`src/rtl/fan_pkg.sv`:
```
// Shared types and default constants for the fan PWM controller.
package fan_pkg;

    typedef enum logic [1:0] {
        ST_OFF  = 2'd0,
        ST_KICK = 2'd1,
        ST_RAMP = 2'd2,
        ST_HOLD = 2'd3
    } fan_state_e;

    localparam int DEF_NUM_CHANNELS = 2;
    localparam int DEF_DUTY_WIDTH   = 8;
    localparam int DEF_PRESCALE_DIV = 50;
    localparam int DEF_KICK_PERIODS = 4;
    localparam int DEF_TACH_WINDOW  = 256;
    localparam int TACH_CNT_W       = 16;

    // Counter width able to hold 0..n-1, never narrower than one bit.
    function automatic int cnt_width(input int n);
        return (n > 1) ? $clog2(n) : 1;
    endfunction

endpackage

```
`src/rtl/fan_pwm_chan.sv`:
```
// One fan channel: spin-up FSM, glitch-free duty register, PWM comparator and
// optional tach counter (present only when FAN_PWM_CTRL_TACH_EN is defined).
//
// state   | meaning
// --------+---------------------------------------------------------------
// ST_OFF  | fan stopped, cur_duty = 0
// ST_KICK | full duty for KickPeriods periods to break stiction
// ST_RAMP | cur_duty steps by one per period toward the sampled target
// ST_HOLD | cur_duty equals target, waiting for a new target
module fan_pwm_chan
    import fan_pkg::*;
#(
    parameter int DutyWidth   = DEF_DUTY_WIDTH,
    parameter int KickPeriods = DEF_KICK_PERIODS
) (
    input  logic                  clk_i,
    input  logic                  rst_i,
    input  logic [DutyWidth-1:0]  pwm_cnt_i,
    input  logic                  period_end_i,
    input  logic                  win_end_i,
    input  logic [DutyWidth-1:0]  duty_i,
    input  logic                  tach_i,
    output logic                  fan_pwm_o,
    output logic                  busy_o,
    output logic [TACH_CNT_W-1:0] tach_cnt_o
);

    localparam int KickW = cnt_width(KickPeriods);
    localparam logic [DutyWidth-1:0] DutyMax = '1;

    fan_state_e           state_q, state_d;
    logic [DutyWidth-1:0] cur_duty_q, cur_duty_d;
    logic [KickW-1:0]     kick_cnt_q, kick_cnt_d;
    logic                 pwm_q, pwm_d;
    logic [DutyWidth-1:0] step;

    always_comb begin
        state_d    = state_q;
        cur_duty_d = cur_duty_q;
        kick_cnt_d = kick_cnt_q;
        step       = cur_duty_q;
        if (period_end_i) begin
            // A zero target wins over every other transition.
            if (duty_i == '0) begin
                state_d    = ST_OFF;
                cur_duty_d = '0;
                kick_cnt_d = '0;
            end else begin
                case (state_q)
                    ST_OFF: begin
                        state_d    = ST_KICK;
                        cur_duty_d = DutyMax;
                        kick_cnt_d = '0;
                    end
                    ST_KICK: begin
                        if (kick_cnt_q == KickW'(KickPeriods - 1)) begin
                            state_d = ST_RAMP;
                        end else begin
                            kick_cnt_d = kick_cnt_q + KickW'(1);
                        end
                    end
                    ST_RAMP: begin
                        if (cur_duty_q < duty_i) begin
                            step = cur_duty_q + DutyWidth'(1);
                        end else if (cur_duty_q > duty_i) begin
                            step = cur_duty_q - DutyWidth'(1);
                        end
                        cur_duty_d = step;
                        if (step == duty_i) begin
                            state_d = ST_HOLD;
                        end
                    end
                    ST_HOLD: begin
                        if (duty_i != cur_duty_q) begin
                            state_d = ST_RAMP;
                        end
                    end
                    default: state_d = ST_OFF;
                endcase
            end
        end
        pwm_d = (pwm_cnt_i < cur_duty_q);
    end

    always_ff @(posedge clk_i) begin
        if (rst_i) begin
            state_q    <= ST_OFF;
            cur_duty_q <= '0;
            kick_cnt_q <= '0;
            pwm_q      <= 1'b0;
        end else begin
            state_q    <= state_d;
            cur_duty_q <= cur_duty_d;
            kick_cnt_q <= kick_cnt_d;
            pwm_q      <= pwm_d;
        end
    end

    assign fan_pwm_o = pwm_q;
    assign busy_o    = (state_q == ST_KICK) || (state_q == ST_RAMP);

`ifdef FAN_PWM_CTRL_TACH_EN
    // Bits [1:0] synchronise, bit 2 holds the previous synchronised level.
    logic [2:0]            tach_sync_q, tach_sync_d;
    logic [TACH_CNT_W-1:0] tach_acc_q, tach_acc_d;
    logic [TACH_CNT_W-1:0] tach_out_q, tach_out_d;
    logic                  tach_rise;

    always_comb begin
        tach_sync_d = {tach_sync_q[1:0], tach_i};
        tach_rise   = tach_sync_q[1] & ~tach_sync_q[2];
        tach_acc_d  = tach_acc_q;
        tach_out_d  = tach_out_q;
        if (win_end_i) begin
            tach_out_d = tach_acc_q;
            tach_acc_d = {{(TACH_CNT_W-1){1'b0}}, tach_rise};
        end else if (tach_rise && (tach_acc_q != '1)) begin
            tach_acc_d = tach_acc_q + TACH_CNT_W'(1);
        end
    end

    always_ff @(posedge clk_i) begin
        if (rst_i) begin
            tach_sync_q <= '0;
            tach_acc_q  <= '0;
            tach_out_q  <= '0;
        end else begin
            tach_sync_q <= tach_sync_d;
            tach_acc_q  <= tach_acc_d;
            tach_out_q  <= tach_out_d;
        end
    end

    assign tach_cnt_o = tach_out_q;
`else
    logic tach_unused;
    assign tach_unused = tach_i ^ win_end_i;
    assign tach_cnt_o  = '0;
`endif

endmodule

```
`src/rtl/fan_pwm_ctrl.sv`:
```
// Multi-channel fan PWM controller: shared prescaler, PWM and tach-window
// counters feeding per-channel instances. Tach counting needs FAN_PWM_CTRL_TACH_EN.
module fan_pwm_ctrl
    import fan_pkg::*;
#(
    parameter int NumChannels = DEF_NUM_CHANNELS,
    parameter int DutyWidth   = DEF_DUTY_WIDTH,
    parameter int PrescaleDiv = DEF_PRESCALE_DIV,
    parameter int KickPeriods = DEF_KICK_PERIODS,
    parameter int TachWindow  = DEF_TACH_WINDOW
) (
    input  logic                              clk_i,
    input  logic                              rst_i,
    input  logic [NumChannels*DutyWidth-1:0]  duty_i,
    input  logic [NumChannels-1:0]            tach_i,
    output logic [NumChannels-1:0]            fan_pwm_o,
    output logic [NumChannels-1:0]            busy_o,
    output logic [NumChannels*TACH_CNT_W-1:0] tach_cnt_o
);

    localparam int PresW = cnt_width(PrescaleDiv);

    logic [PresW-1:0]     presc_q, presc_d;
    logic [DutyWidth-1:0] pwm_cnt_q, pwm_cnt_d;
    logic                 tick;
    logic                 period_end;
    logic                 win_end;

    always_comb begin
        tick       = (presc_q == PresW'(PrescaleDiv - 1));
        presc_d    = tick ? '0 : presc_q + PresW'(1);
        pwm_cnt_d  = tick ? pwm_cnt_q + DutyWidth'(1) : pwm_cnt_q;
        period_end = tick & (&pwm_cnt_q);
    end

    always_ff @(posedge clk_i) begin
        if (rst_i) begin
            presc_q   <= '0;
            pwm_cnt_q <= '0;
        end else begin
            presc_q   <= presc_d;
            pwm_cnt_q <= pwm_cnt_d;
        end
    end

`ifdef FAN_PWM_CTRL_TACH_EN
    localparam int WinW = cnt_width(TachWindow);

    logic [WinW-1:0] win_q, win_d;

    always_comb begin
        win_end = period_end && (win_q == WinW'(TachWindow - 1));
        win_d   = win_q;
        if (period_end) begin
            win_d = win_end ? '0 : win_q + WinW'(1);
        end
    end

    always_ff @(posedge clk_i) begin
        if (rst_i) begin
            win_q <= '0;
        end else begin
            win_q <= win_d;
        end
    end
`else
    assign win_end = 1'b0;
`endif

    for (genvar c = 0; c < NumChannels; c++) begin : g_chan
        fan_pwm_chan #(
            .DutyWidth   (DutyWidth),
            .KickPeriods (KickPeriods)
        ) u_chan (
            .clk_i        (clk_i),
            .rst_i        (rst_i),
            .pwm_cnt_i    (pwm_cnt_q),
            .period_end_i (period_end),
            .win_end_i    (win_end),
            .duty_i       (duty_i[c*DutyWidth +: DutyWidth]),
            .tach_i       (tach_i[c]),
            .fan_pwm_o    (fan_pwm_o[c]),
            .busy_o       (busy_o[c]),
            .tach_cnt_o   (tach_cnt_o[c*TACH_CNT_W +: TACH_CNT_W])
        );
    end

endmodule

```
`config.mk`:
```
export PLATFORM = sky130hd
export DESIGN_NAME = fan_pwm_ctrl
export DESIGN_NICKNAME = d
export VERILOG_FILES = /design/src/rtl/fan_pkg.sv /design/src/rtl/fan_pwm_chan.sv /design/src/rtl/fan_pwm_ctrl.sv
export SDC_FILE = /design/constraint.sdc
export NUM_CORES = 1
export LEC_CHECK = 0
export BUFFER_PORTS_ARGS = -buffer_cell sky130_fd_sc_hd__buf_4
export CAP_MARGIN = 20
export CORE_ASPECT_RATIO = 1.1
export CORE_MARGIN = 2
export CORE_UTILIZATION = 50
export CTS_CLUSTER_DIAMETER = 60
export DETAILED_ROUTE_END_ITERATION = 12
export GPL_ROUTABILITY_DRIVEN = 1
export PLACE_DENSITY = 0.82
export REMOVE_ABC_BUFFERS = 1
export SYNTH_ARGS = -nofsm -noshare
export SYNTH_HDL_FRONTEND = slang
export SYNTH_SLANG_ARGS = --single-unit
```
`constraint.sdc`:
```
create_clock -name clk_i -period 2.6 [get_ports clk_i]
set_clock_uncertainty 0.05 [all_clocks]
set_input_delay 0.39 -clock clk_i [delete_from_list [all_inputs] [get_ports clk_i]]
set_output_delay 0.39 -clock clk_i [all_outputs]
set_load 0.005 [all_outputs]
```
---- Word level (Yosys, flattened, before mapping) ----
Index checks and enable logic that the tools add are counted.
storage, ports and cells
  memories ................................ 0
  input port bits ......................... 20
  output and inout bits ................... 36
  bits in read-only memories .............. 0
  bits in registers ....................... 40
  memory bits (writable) .................. 0
  bits in latches ......................... 0
operators by class
  shift-type cells ........................ 0
  magnitude comparators ................... 6
  multipliers ............................. 0
  divide/modulo/power cells ............... 0
  $add $sub $neg .......................... 8
  multiplexer cells ....................... 30
  bitwise gates (word level) .............. 1
  reduce and logical (&&, ||, !) cells .... 18
  equal/unequal tests ..................... 21
operators by type and width
  kind                   count
  $mux W8                12
  $lt A8 B8 Y1           4
  $pmux W8 S2            2
  $add A8 B1 Y8 const B  3
  $mux W2                12
  $ne A3 B1 Y1 const B   6
  $eq A8 B8 Y1           2
  $gt A8 B8 Y1           2
  $logic_not A8 Y1       2
  $ne A8 B8 Y1           2
  $pmux W2 S4            2
  $sub A8 B1 Y8 const B  2
  $eq A2 B2 Y1 const B   6
  $reduce_bool A3 Y1     4
  $pmux W2 S2            2
  $reduce_and A4 Y1      2
  $reduce_and A8 Y1      1
  $add A6 B1 Y6 const B  1
  $eq A6 B6 Y1 const B   1
  $ne A3 B2 Y1 const B   2
  $reduce_and A3 Y1      2
  $add A2 B1 Y2 const B  2
  $eq A2 B1 Y1 const B   2
  $logic_not A2 Y1       2
  other kinds (4)        6

---- Depth between registers and ports, before layout ----
Gate-level depths: netlist of the first run.
  word-level depth ........................ 10
  mapped depth ............................ 13

---- Cells and area by module ----
From an unflattened synthesis of the first run, not the netlist that was laid out.
second synthesis, totals
  cell total of the unflattened synthesis .. 545
  area, all modules ....................... 4301.6 sq um
by module, submodules not included
  module                            area an instance (sq um)  instances  cells an instance  seq. area each (sq um)
  fan_pwm_chan at g_chan[0].u_chan  1825.5                    1          234                260.2
  fan_pwm_chan at g_chan[1].u_chan  1785.5                    1          237                260.2
  fan_pwm_ctrl                      690.7                     1          74                 280.3

---- Worst setup path before layout of the first run ----
OpenSTA, ideal clock, no wires.
  path type ............................... input to register
  start ................................... in duty_i[13]
  end ..................................... reg g_chan[1].u_chan.state_q[1]
  setup slack ............................. -0.249 ns
  data required time ...................... 2.454 ns
  arrival time ............................ 2.703 ns
  setup time .............................. 0.096 ns
  stages on the path ...................... 11
  path through ............................ inv_1 -> ha_1 -> a211oi_2 -> nor2_1 -> nor2_1 -> a211oi_1 -> a32o_2 -> xnor2_1 -> or4_4 -> o21a_1 -> o41ai_2
on the way
  longest elaborated chain between the ends .. 9
ends and longest elaborated chain
  what                         RTL line            RTL
  start, declared              fan_pwm_ctrl.sv:14  input logic [NumChannels*DutyWidth-1:0] duty_i,
  $gt A8 B8 Y1                 fan_pwm_chan.sv:65  end else if (cur_duty_q > duty_i) begin
  $mux W8                      fan_pwm_chan.sv:65
  $mux W8                      fan_pwm_chan.sv:63  if (cur_duty_q < duty_i) begin
  $mux W8                      fan_pwm_chan.sv:49  case (state_q)
  $mux W8                      fan_pwm_chan.sv:44  if (duty_i == '0) begin
  $mux W8                      fan_pwm_chan.sv:42  if (period_end_i) begin
  $eq A8 B8 Y1                 fan_pwm_chan.sv:69  if (step == duty_i) begin
  $ne A3 B1 Y1 (no line)       -
  $reduce_and A4 Y1 (no line)  -
  end signal, assigned         fan_pwm_chan.sv:92  state_q <= state_d;
  end, declared                fan_pwm_chan.sv:31  fan_state_e state_q, state_d;
Several ways; a longest one is shown, not always the timed one. The select of a mux whose other input is x is not followed.
A chain may end at the register's enable or synchronous reset.

---- Worst setup path after layout of the first run ----
  start ................................... reg g_chan[1].u_chan.cur_duty_q[1]
  end ..................................... reg g_chan[1].u_chan.state_q[0]
on the way
  longest elaborated chain between the ends .. 9
ends and longest elaborated chain
  what                                                  RTL line                                RTL
  start, declared                                       fan_pwm_chan.sv:32                      logic [DutyWidth-1:0] cur_duty_q, cur_duty_d;
  start signal, assigned                                fan_pwm_chan.sv:93                      cur_duty_q <= cur_duty_d;
  $sub A8 B1 Y8 / $gt A8 B8 Y1 (equally long branches)  fan_pwm_chan.sv:66, fan_pwm_chan.sv:65
  $mux W8                                               fan_pwm_chan.sv:65
  $mux W8                                               fan_pwm_chan.sv:63
  $mux W8                                               fan_pwm_chan.sv:49
  $mux W8                                               fan_pwm_chan.sv:44
  $mux W8                                               fan_pwm_chan.sv:42
  $eq A8 B8 Y1                                          fan_pwm_chan.sv:69
  $ne A3 B1 Y1 (no line)                                -
  $reduce_and A4 Y1 (no line) *                         -
Mark *: on every way between the ends. The rest lies on a longest branch, timed or not. The select of a mux whose other input is x is not followed.

==> results of run 1 <==
==> repair_timing <==
action / CTS / global route
pin swaps: 31 / 7
resized for setup: 44 / 23
endpoints found under the setup margin: 4 / 6
buffers inserted: 9 / 3
==> critical path: cells and delay by family, from the launching register on <==
family / cells / cell delay (ps)
DFF: 1 / 360
adders and majority gates: 1 / 200
xor gates and xnor gates: 1 / 100
muxes: 1 / 290
AOI/OAI and AO/OA: 4 / 940
and+or+nand+nor: 3 / 800
==> cells in the mapped netlist, types with 4 or more instances <==
cell type / number
dfxtp_1: 40
clkbuf_1: 7
a2bb2oi_1: 7
a21o_1: 11
xnor2_1: 18
a21oi_1: 41
xor2_1: 14
nor2_1: 57
nand2b_1: 10
nor3_1: 13
nand4_1: 10
a211oi_1: 4
o21ai_1: 4
or3_1: 5
buf_4: 36
o21ai_0: 24
nor2b_1: 4
o21a_1: 5
nand2_1: 22
mux2i_1: 5
ha_1: 47
o31ai_1: 4
nand3_1: 13
inv_1: 39
and3_1: 6
o211ai_1: 6
nor4_1: 6
==> state kept, by name, indices dropped and copies added (netlist names) <==
register                  count
g_chan.u_chan.kick_cnt_q      4
g_chan.u_chan.cur_duty_q     16
g_chan.u_chan.fan_pwm_o       2
g_chan.u_chan.state_q         4
presc_q                       6
pwm_cnt_q                     8
==> per-stage QoR <==
step           std cells  power, mW  cell area [um^2]  hold WS [ps]  setup WS [ps]
2_1_floorplan        492      0.707              3750           380           -249
3_3_place_gp         702      0.779              4660           393           -428
3_5_place_dp         702      0.785              4660           409           -426
4_1_cts              719       1.51              5140           427           -110
5_1_grt              722       1.56              5260           452           -314
6_report             722       1.51              5260           420           -231
==> cell families (layout without fill, tap and decap cells) <==
group	count (synthesis)	after routing	share of synthesized area
buffers and inverters	89	162	0.119
adder cells (fa/ha/maj)	47	47	0.148
other	1	32	0.000947
multiplexers	5	5	0.0126
XOR/XNOR	32	32	0.0708
AND/OR/NAND/NOR	167	167	0.222
flip-flops	40	40	0.202
AO/OA/AOI/OAI	129	129	0.224
==> area by class of cell <==
class | instances | area, um^2
Clock buffer | 5 | 68.8
Clock inverter | 3 | 90.1
Fill cell | 600 | 2530
Inverter | 40 | 150
Multi-Input combinational cell | 412 | 3140
Sequential cell | 40 | 815
Tap cell | 108 | 135
Timing Repair Buffer | 114 | 860
==> layout by cell type (no fill, tap or decap), drive strengths merged, types with 18 or more instances in the layout <==
cell type	instances
ha	47
xnor2	18
conb	32
buf	114
o21ai	29
dfxtp	40
nor2	58
inv	40
nand2	22
a21oi	41
==> per-layer routing <==
metal / vias to the layer above / GRT usage / share of wire
met4: 0 / 0.104 / 0.047
met5: - / 0 / 0
met1: 1983 / 0.271 / 0.38
li1: 1937 / - / -
met3: 58 / 0.0306 / 0.048
met2: 176 / 0.463 / 0.53
==> where the power goes <==
part           total (mW)  internal [mW]  switching [mW]  leakage [nW]
Combinational       0.178         0.0842          0.0939          1.88
Clock               0.715          0.480           0.235        0.0784
Sequential          0.619          0.616         0.00341         0.328
==> worst max-delay path by stage <==
stage / startpoint / endpoint / slack (ps) / cells after the start
floorplan: duty_i[13] / g_chan[1].u_chan.state_q[1] / -250 / 11
global placement: duty_i[5] / g_chan[0].u_chan.state_q[1] / -430 / 13
detailed placement: duty_i[5] / g_chan[0].u_chan.state_q[0] / -430 / 13
CTS: g_chan[1].u_chan.cur_duty_q[1] / g_chan[1].u_chan.state_q[1] / -110 / 10
global route: g_chan[1].u_chan.cur_duty_q[6] / g_chan[1].u_chan.state_q[0] / -310 / 11
finish: g_chan[1].u_chan.cur_duty_q[1] / g_chan[1].u_chan.state_q[0] / -230 / 10
==> reports/metrics.yaml, run 1 <==
status: "finished, violations left"
violations: "setup timing"
synth_top_area_frac: 0.202
timing_worst_setup_path_type: "register to register"
clock-sinks: 40
drive_above_1_share: 0.318
min_from: "presc_q[0]"
grt_overflow: 0
area_delta_synth_final_pct: 32.8
clk_pin_slew_ps: 80
start_util: 0.509
power.density_nw_per_um2: 288
worstSetupStartpointType: "register"
min_path_type: "register to register"
ys_types: 61
post_drt_via_cell_ratio: 5.75
synth_top_area_cell: "dfxtp_1"
synth_flop_cell: "dfxtp_1"
dr_total_vias: 4154
reg2reg_to: "g_chan[1].u_chan.state_q[0]"
rrSetupSlack_ps: -230
setup_viol: 4
die_y_um: 97.4
cts_tree: "done"
worstPathMaxFanout: 5
synth-edff-count: 0
final_hold_viol_count: 0
grt_pass1_vias: 3978
antenna_cells: 0
post_drt_wl_per_cell_um: 16.1
synth.area.top_cells: "dfxtp_1 (20%), ha_1 (15%), buf_4 (6.8%)"
drc: 0
drt_iter0_markers: 209
layout_min_cycle_time_ps: 2830
reg2reg_from: "g_chan[1].u_chan.cur_duty_q[1]"
portBuffers: 21
rows: 34
cts_buffers: 5
endpoint_kind: "register"
timing.final.max_slew_violations: 0
min_to: "presc_q[0]"
crit_required_ps: 2770
cts.path.max_buffers: 2
final.period_utilization: 1.09
htreeDepth: 2
leakage_nw: 2.29
antenna_found_initial: 0
die_x_um: 88.9
grt_usage: 0.248
clock_latency_ps: 300
peakVddDrop_mv: 0.243
syn-cell-area_um2: 3960
ys_warn_count: 0
dr.pass1.iters: 5
setup_tns_ps: -529
r2r_cells: 10
post_synth_inst_count: 510
ys_seq_elements: 40
drv_cap: 0
fmax_mhz: 353
core-area_um2: 7780
globalplace.congestion: 0.922
rsz0062_at_grt: "true"
synth-async-reset-ratio: 0
synth_seq_area_share: 0.202
die-area_um2: 8650
hpwl_mm: 7.89
root_buffer: "clkbuf_8"
avgSynthCellArea_um2: 7.77
worst_path_max_delay_cell: "or4_4"
antenna_left: 0
worstPathArrival_ps: 3000
cts_hold_buf: 0
fin_util: 0.676
worstMarginPinSlew_ps: 638
ios: 56
nets: 680
setup_ws_ps: -231
min_path_cells: 1
grt_max_degree: 40
maxSlewHeadroom: 0.572
slowest_delay_ps: 550
crit_chain: "ha_4 -> nor2b_4 -> o211a_4 -> o21a_4 -> nor2_8 -> mux2i_2 -> xnor2_1 -> or4_4 -> o21a_1 -> o31ai_1"
grt_pass1_wl_mm: 17.4
routed_wl_mm: 11.7
(Power assumes the default switching activity.)
==> inputs of run 2 (changes only) <==
--- a/config.mk
+++ b/config.mk
@@ -13,7 +13,7 @@
 export CTS_CLUSTER_DIAMETER = 60
 export DETAILED_ROUTE_END_ITERATION = 12
 export GPL_ROUTABILITY_DRIVEN = 1
-export PLACE_DENSITY = 0.82
+export PLACE_DENSITY = 0.79
 export REMOVE_ABC_BUFFERS = 1
 export SYNTH_ARGS = -nofsm -noshare
 export SYNTH_HDL_FRONTEND = slang
==> constraint.sdc (replaced) <==
create_clock -name clk_i -period 2.8 [get_ports clk_i]
set_clock_uncertainty 0.05 [all_clocks]
set_input_delay 0.42 -clock clk_i [delete_from_list [all_inputs] [get_ports clk_i]]
set_output_delay 0.42 -clock clk_i [all_outputs]
set_load 0.005 [all_outputs]
==> reports/metrics.yaml, run 2 (same netlist as run 1, synthesis figures left out) <==
status: "finished, violations left"  # unchanged
violations: "setup timing"  # unchanged
drv_cap: 0  # unchanged
post_drt_via_cell_ratio: 5.56  # was 5.75
timing_worst_setup_path_type: "register to register"  # unchanged
drive_above_1_share: 0.268  # was 0.318
final_hold_viol_count: 0  # unchanged
antenna_cells: 0  # unchanged
maxSlewHeadroom: 0.558  # was 0.572
worstMarginPinSlew_ps: 659  # was 638 ps
grt_busiest_layer: "met2"  # unchanged
reg_top3: "g_chan.u_chan.cur_duty_q: 16 flops, pwm_cnt_q: 8 flops, presc_q: 6 flops"  # unchanged
peakVddDrop_mv: 0.296  # was 0.243 mV
drt_iter0_markers: 170  # was 209
cts.path.max_buffers: 2  # unchanged
dr_total_vias: 3922  # was 4154
seqCellArea_um2: 807  # was 815 um^2
setup_viol: 1  # was 4
post_drt_wl_per_cell_um: 14.9  # was 16.1 um
endpoint_kind: "register"  # unchanged
clk_pin_slew_ps: 90  # was 80 ps
reg2reg_from: "g_chan[1].u_chan.cur_duty_q[5]"  # was g_chan[1].u_chan.cur_duty_q[1]
htreeDepth: 2  # unchanged
multiInputGateArea_um2: 3030  # was 3140 um^2
die_y_um: 97.4  # unchanged
portBuffers: 21  # unchanged
place_inst: 694  # was 702
grt_max_degree: 40  # unchanged
largest_reg_flops: 16  # unchanged
r2r_cells: 10  # unchanged
antenna_found_initial: 0  # unchanged
clock-sinks: 40  # unchanged
grt_overflow: 0  # unchanged
timing.final.max_slew_violations: 0  # unchanged
use_met2: 0.432  # was 0.463
rsz0062_at_grt: "true"  # unchanged
fin_cells: 706  # was 722
core-area_um2: 7780  # unchanged
worstSetupStartpointType: "register"  # unchanged
start_util: 0.509  # unchanged
area_delta_synth_final_pct: 25.6  # was 32.8%
min_path_type: "register to register"  # unchanged
power.density_nw_per_um2: 243  # was 288 nW/um^2
setup.worst_path.start: "g_chan[1].u_chan.cur_duty_q[5]"  # was g_chan[1].u_chan.cur_duty_q[1]
grt_pass1_wl_mm: 17.1  # was 17.4 mm
nets: 664  # was 680
worstPathArrival_ps: 2980  # was 3000 ps
reg2reg_to: "g_chan[1].u_chan.state_q[0]"  # unchanged
die-area_um2: 8650  # unchanged
place_ws_ps: -282  # was -426 ps
regMostFlops: "g_chan.u_chan.cur_duty_q"  # unchanged
final.period_utilization: 1.00  # was 1.09
cts_hold_buf: 0  # unchanged
layout_common_cells: "buf_4 (97), nor2_1 (54), ha_1 (41), inv_1 (38), a21oi_1 (37)"  # was buf_4 (113), nor2_1 (52), inv_1 (38), ha_1 (37), a21oi_1 (36)
grt_pass1_vias: 3894  # was 3978
die_x_um: 88.9  # unchanged
leakage_nw: 2.19  # was 2.29 nW
layout_min_cycle_time_ps: 2810  # was 2830 ps
setup_ws_ps: -10.9  # was -231 ps
n_fill_cell: 643  # was 600
crit_end: "g_chan[1].u_chan.state_q[0]"  # unchanged
grt_use_met3: 0.0297  # was 0.0306
layout_commonest_cell: "buf_4"  # unchanged
worstPathMaxFanout: 3  # was 5
grt_usage: 0.242  # was 0.248
ios: 56  # unchanged
root_buffer: "clkbuf_8"  # unchanged
hpwl_mm: 7.84  # was 7.89 mm
use_met1: 0.282  # was 0.271
cts_tree: "done"  # unchanged
clock_latency_ps: 300  # about the same
globalplace.congestion: 0.935  # was 0.922
rrSetupSlack_ps: -10  # was -230 ps
antenna_left: 0  # unchanged
rows: 34  # unchanged
fin_util: 0.639  # was 0.676
fmax_mhz: 356  # was 353 MHz
routed_wl_mm: 10.5  # was 11.7 mm
dr.pass1.iters: 5  # unchanged
drc: 0  # unchanged
cts_buffers: 5  # unchanged
crit_required_ps: 2970  # was 2770 ps
## run 2: worst max-delay path, cell delays in order (launching register included)
cell and delay [ps]:
dfxtp_1 380, ha_4 230, a211oi_4 320, nor2_2 70, nor2_2 180, a211oi_2 100, a32o_2 300, xnor2_1 130
or4_4 550, o21a_1 220, o31ai_1 210
## run 2: timing repair
| item | 4_1_cts | 5_1_grt |
|---|---|---|
| pin swaps | 1 | 19 |
| hold endpoints to repair | 0 | 0 |
| gates resized for setup | 4 | 40 |
| setup buffers | 0 | 4 |
| endpoints found under the setup margin | 4 | 4 |
## run 2: final cells by class
cell class / count / share of cell area
Tap cell: 108 / 0.0271
Multi-Input combinational cell: 412 / 0.610
Timing Repair Buffer: 98 / 0.149
Clock buffer: 5 / 0.0138
Sequential cell: 40 / 0.162
Clock inverter: 3 / 0.00855
Inverter: 40 / 0.0302
## run 2: power by group
| group | switching (mW) | internal (mW) | total (mW) | leakage [nW] |
|---|---|---|---|---|
| clock network | 0.217 | 0.264 | 0.481 | 0.0541 |
| registers | 0.00317 | 0.572 | 0.575 | 0.325 |
| logic | 0.0818 | 0.0736 | 0.155 | 1.81 |
## run 2: worst min path at each step
| stage | start | end | slack (ps) | cells after the start |
|---|---|---|---|---|
| finish | g_chan[1].u_chan.kick_cnt_q[1] | g_chan[1].u_chan.kick_cnt_q[1] | 430 | 2 |
| global route | g_chan[1].u_chan.kick_cnt_q[1] | g_chan[1].u_chan.kick_cnt_q[1] | 450 | 2 |
| CTS | g_chan[1].u_chan.kick_cnt_q[1] | g_chan[1].u_chan.kick_cnt_q[1] | 430 | 2 |
| detailed placement | g_chan[0].u_chan.kick_cnt_q[1] | g_chan[0].u_chan.kick_cnt_q[1] | 420 | 2 |
| global placement | presc_q[0] | presc_q[0] | 390 | 1 |
| floorplan | presc_q[0] | presc_q[0] | 380 | 1 |
## run 2: per-layer routing
| metal | vias to the layer above | part of all wire |
|---|---|---|
| met5 | - | 0 |
| met4 | 0 | 0.033 |
| met3 | 31 | 0.047 |
| met2 | 143 | 0.51 |
| met1 | 1835 | 0.41 |
| li1 | 1913 | - |
## run 2: per-stage QoR
step	hold WS (ps)	area, um^2	power (mW)	setup TNS (ps)
floorplan	380	3750	0.656	-144
global placement	391	4600	0.724	-981
detailed placement	421	4600	0.729	-1030
CTS	428	4740	1.20	0
global route	450	4980	1.26	-241
finish	428	4980	1.21	-10.9
==> inputs of run 3 (changes only) <==
--- a/config.mk
+++ b/config.mk
@@ -7,13 +7,12 @@
 export LEC_CHECK = 0
 export BUFFER_PORTS_ARGS = -buffer_cell sky130_fd_sc_hd__buf_4
 export CAP_MARGIN = 20
-export CORE_ASPECT_RATIO = 1.1
 export CORE_MARGIN = 2
 export CORE_UTILIZATION = 50
 export CTS_CLUSTER_DIAMETER = 60
 export DETAILED_ROUTE_END_ITERATION = 12
 export GPL_ROUTABILITY_DRIVEN = 1
-export PLACE_DENSITY = 0.79
+export PLACE_DENSITY = 0.71
 export REMOVE_ABC_BUFFERS = 1
 export SYNTH_ARGS = -nofsm -noshare
 export SYNTH_HDL_FRONTEND = slang
==> reports/metrics.yaml, run 3 (same netlist as run 1, synthesis figures left out) <==
hold_ws_ps: 419  # was 428 ps
drv_cap: 0  # unchanged
setup_viol: 0  # was 1
cts.path.max_buffers: 2  # unchanged
rows: 32  # was 34
total_power_mw: 1.10  # was 1.21 mW
clock_latency_ps: 290  # was 300 ps
die-area_um2: 8650  # about the same
drive_above_1_share: 0.239  # was 0.268
final.period_utilization: 0.995  # was 1.00
portBuffers: 21  # unchanged
reg_top3: "g_chan.u_chan.cur_duty_q: 16 flops, pwm_cnt_q: 8 flops, presc_q: 6 flops"  # unchanged
area_delta_synth_final_pct: 22.1  # was 25.6%
grt_overflow: 0  # unchanged
fmax_mhz: 359  # was 356 MHz
globalplace.congestion: 0.892  # was 0.935
drc: 0  # unchanged
grt_pass1_wl_mm: 15.7  # was 17.1 mm
cts_tree: "done"  # unchanged
antenna_found_initial: 0  # unchanged
start_util: 0.515  # was 0.509
clk_pin_slew_ps: 80  # was 90 ps
leakage_nw: 2.13  # was 2.19 nW
setup_ws_ps: 14.4  # was -10.9 ps
clock-sinks: 40  # unchanged
grt_max_degree: 40  # unchanged
cts_buffers: 5  # unchanged
min_path_type: "register to register"  # unchanged
root_buffer: "clkbuf_8"  # unchanged
drt_iter0_markers: 175  # was 170
rsz0062_at_grt: "true"  # unchanged
worstMarginPinSlew_ps: 647  # was 659 ps
routed_wl_mm: 9.68  # was 10.5 mm
antenna_left: 0  # unchanged
die_y_um: 93.0  # was 97.4 um
grt_usage: 0.220  # was 0.242
final_hold_viol_count: 0  # unchanged
dr.pass1.iters: 5  # unchanged
largest_reg_flops: 16  # unchanged
crit_required_ps: 2950  # was 2970 ps
timing.final.max_slew_violations: 0  # unchanged
hpwl_mm: 7.55  # was 7.84 mm
layout_min_cycle_time_ps: 2790  # was 2810 ps
dr_total_vias: 3748  # was 3922
setup_tns_ps: 0  # was -10.9 ps
post_drt_wl_per_cell_um: 14.0  # was 14.9 um
power.density_nw_per_um2: 227  # was 243 nW/um^2
maxSlewHeadroom: 0.566  # was 0.558
timing_worst_setup_path_type: "register to register"  # unchanged
layout_commonest_cell: "buf_4"  # unchanged
worstPathMaxFanout: 5  # was 3
place_ws_ps: -297  # was -282 ps
die_x_um: 93.0  # was 88.9 um
peakVddDrop_mv: 0.198  # was 0.296 mV
ios: 56  # unchanged
worstPathArrival_ps: 2930  # was 2980 ps
grt_pass1_vias: 3483  # was 3894
core-area_um2: 7690  # was 7780 um^2
nets: 657  # was 664
layout_common_cells: "buf_4 (91), nor2_1 (56), ha_1 (42), inv_1 (39), dfxtp_1 (39)"  # was buf_4 (97), nor2_1 (54), ha_1 (41), inv_1 (38), a21oi_1 (37)
htreeDepth: 2  # unchanged
n_fill_cell: 679  # was 643
antenna_cells: 0  # unchanged
endpoint_kind: "register"  # unchanged
regMostFlops: "g_chan.u_chan.cur_duty_q"  # unchanged
status: "completed"  # was finished, violations left
worstSetupStartpointType: "register"  # unchanged
fin_util: 0.629  # was 0.639
post_drt_via_cell_ratio: 5.42  # was 5.56
[run 3: cell count changes in the layout (fill, tap and decap cells not counted), moves of 2 or more]
cell | before | now
o2111ai_2 | 0 | 2
dfxtp_2 | 5 | 1
nor2_1 | 54 | 56
buf_4 | 97 | 91
nor2_2 | 3 | 1
dfxtp_1 | 35 | 39
[run 3: timing repair]
action,in CTS,in global routing
hold buffers,0,0
buffers inserted,1,1
pin swaps,6,10
cloned,0,0
resized for setup,10,21
setup endpoints to repair,4,4
hold endpoints to repair,0,0
[run 3: cell type report]
type / count / area [um^2] / area share
Clock inverter: 1 / 5.00 / 0.00103
Timing Repair Buffer: 91 / 683 / 0.141
Multi-Input combinational cell: 412 / 3000 / 0.620
Tap cell: 102 / 128 / 0.0264
Clock buffer: 6 / 72.6 / 0.0150
Inverter: 40 / 150 / 0.0310
Sequential cell: 40 / 802 / 0.166
[run 3: path summary, 6_finish.rpt]
check | from | end | slack, ps | depth (start not counted)
worst max-delay path | g_chan[1].u_chan.cur_duty_q[1] | g_chan[1].u_chan.state_q[1] | 10 | 10
worst min-delay path | presc_q[0] | presc_q[0] | 420 | 1
worst min register to register | presc_q[0] | presc_q[0] | 420 | 1
worst max register to register | g_chan[1].u_chan.cur_duty_q[1] | g_chan[1].u_chan.state_q[1] | 10 | 10
[run 3: routing by layer]
| layer | wire length, um | global-route usage | vias to the layer above |
|---|---|---|---|
| met5 | 0 | 0 | - |
| li1 | - | - | 1895 |
| met3 | 422 | 0.0314 | 14 |
| met2 | 4710 | 0.382 | 108 |
| met4 | 153 | 0.0502 | 0 |
| met1 | 4400 | 0.289 | 1731 |
[run 3: power breakdown]
part | switching [mW] | total (mW) | internal (mW)
logic | 0.0784 | 0.150 | 0.0716
clock network | 0.203 | 0.372 | 0.170
registers | 0.00320 | 0.575 | 0.572
[run 3: per-stage QoR]
step	area, um^2	instances
floorplan	3750	492
global placement	4550	683
detailed placement	4550	683
CTS	4720	691
global route	4840	692
finish	4840	692
[run 3: worst max-delay path: stages, from the launching register on]
cell      delay, ps
dfxtp_2         360
ha_4            200
nor2b_4         120
o211a_4         240
o21ai_4         240
a211oi_2        110
a32o_2          280
xnor2_1         130
or4_4           540
o21a_1          210
o41ai_2         210
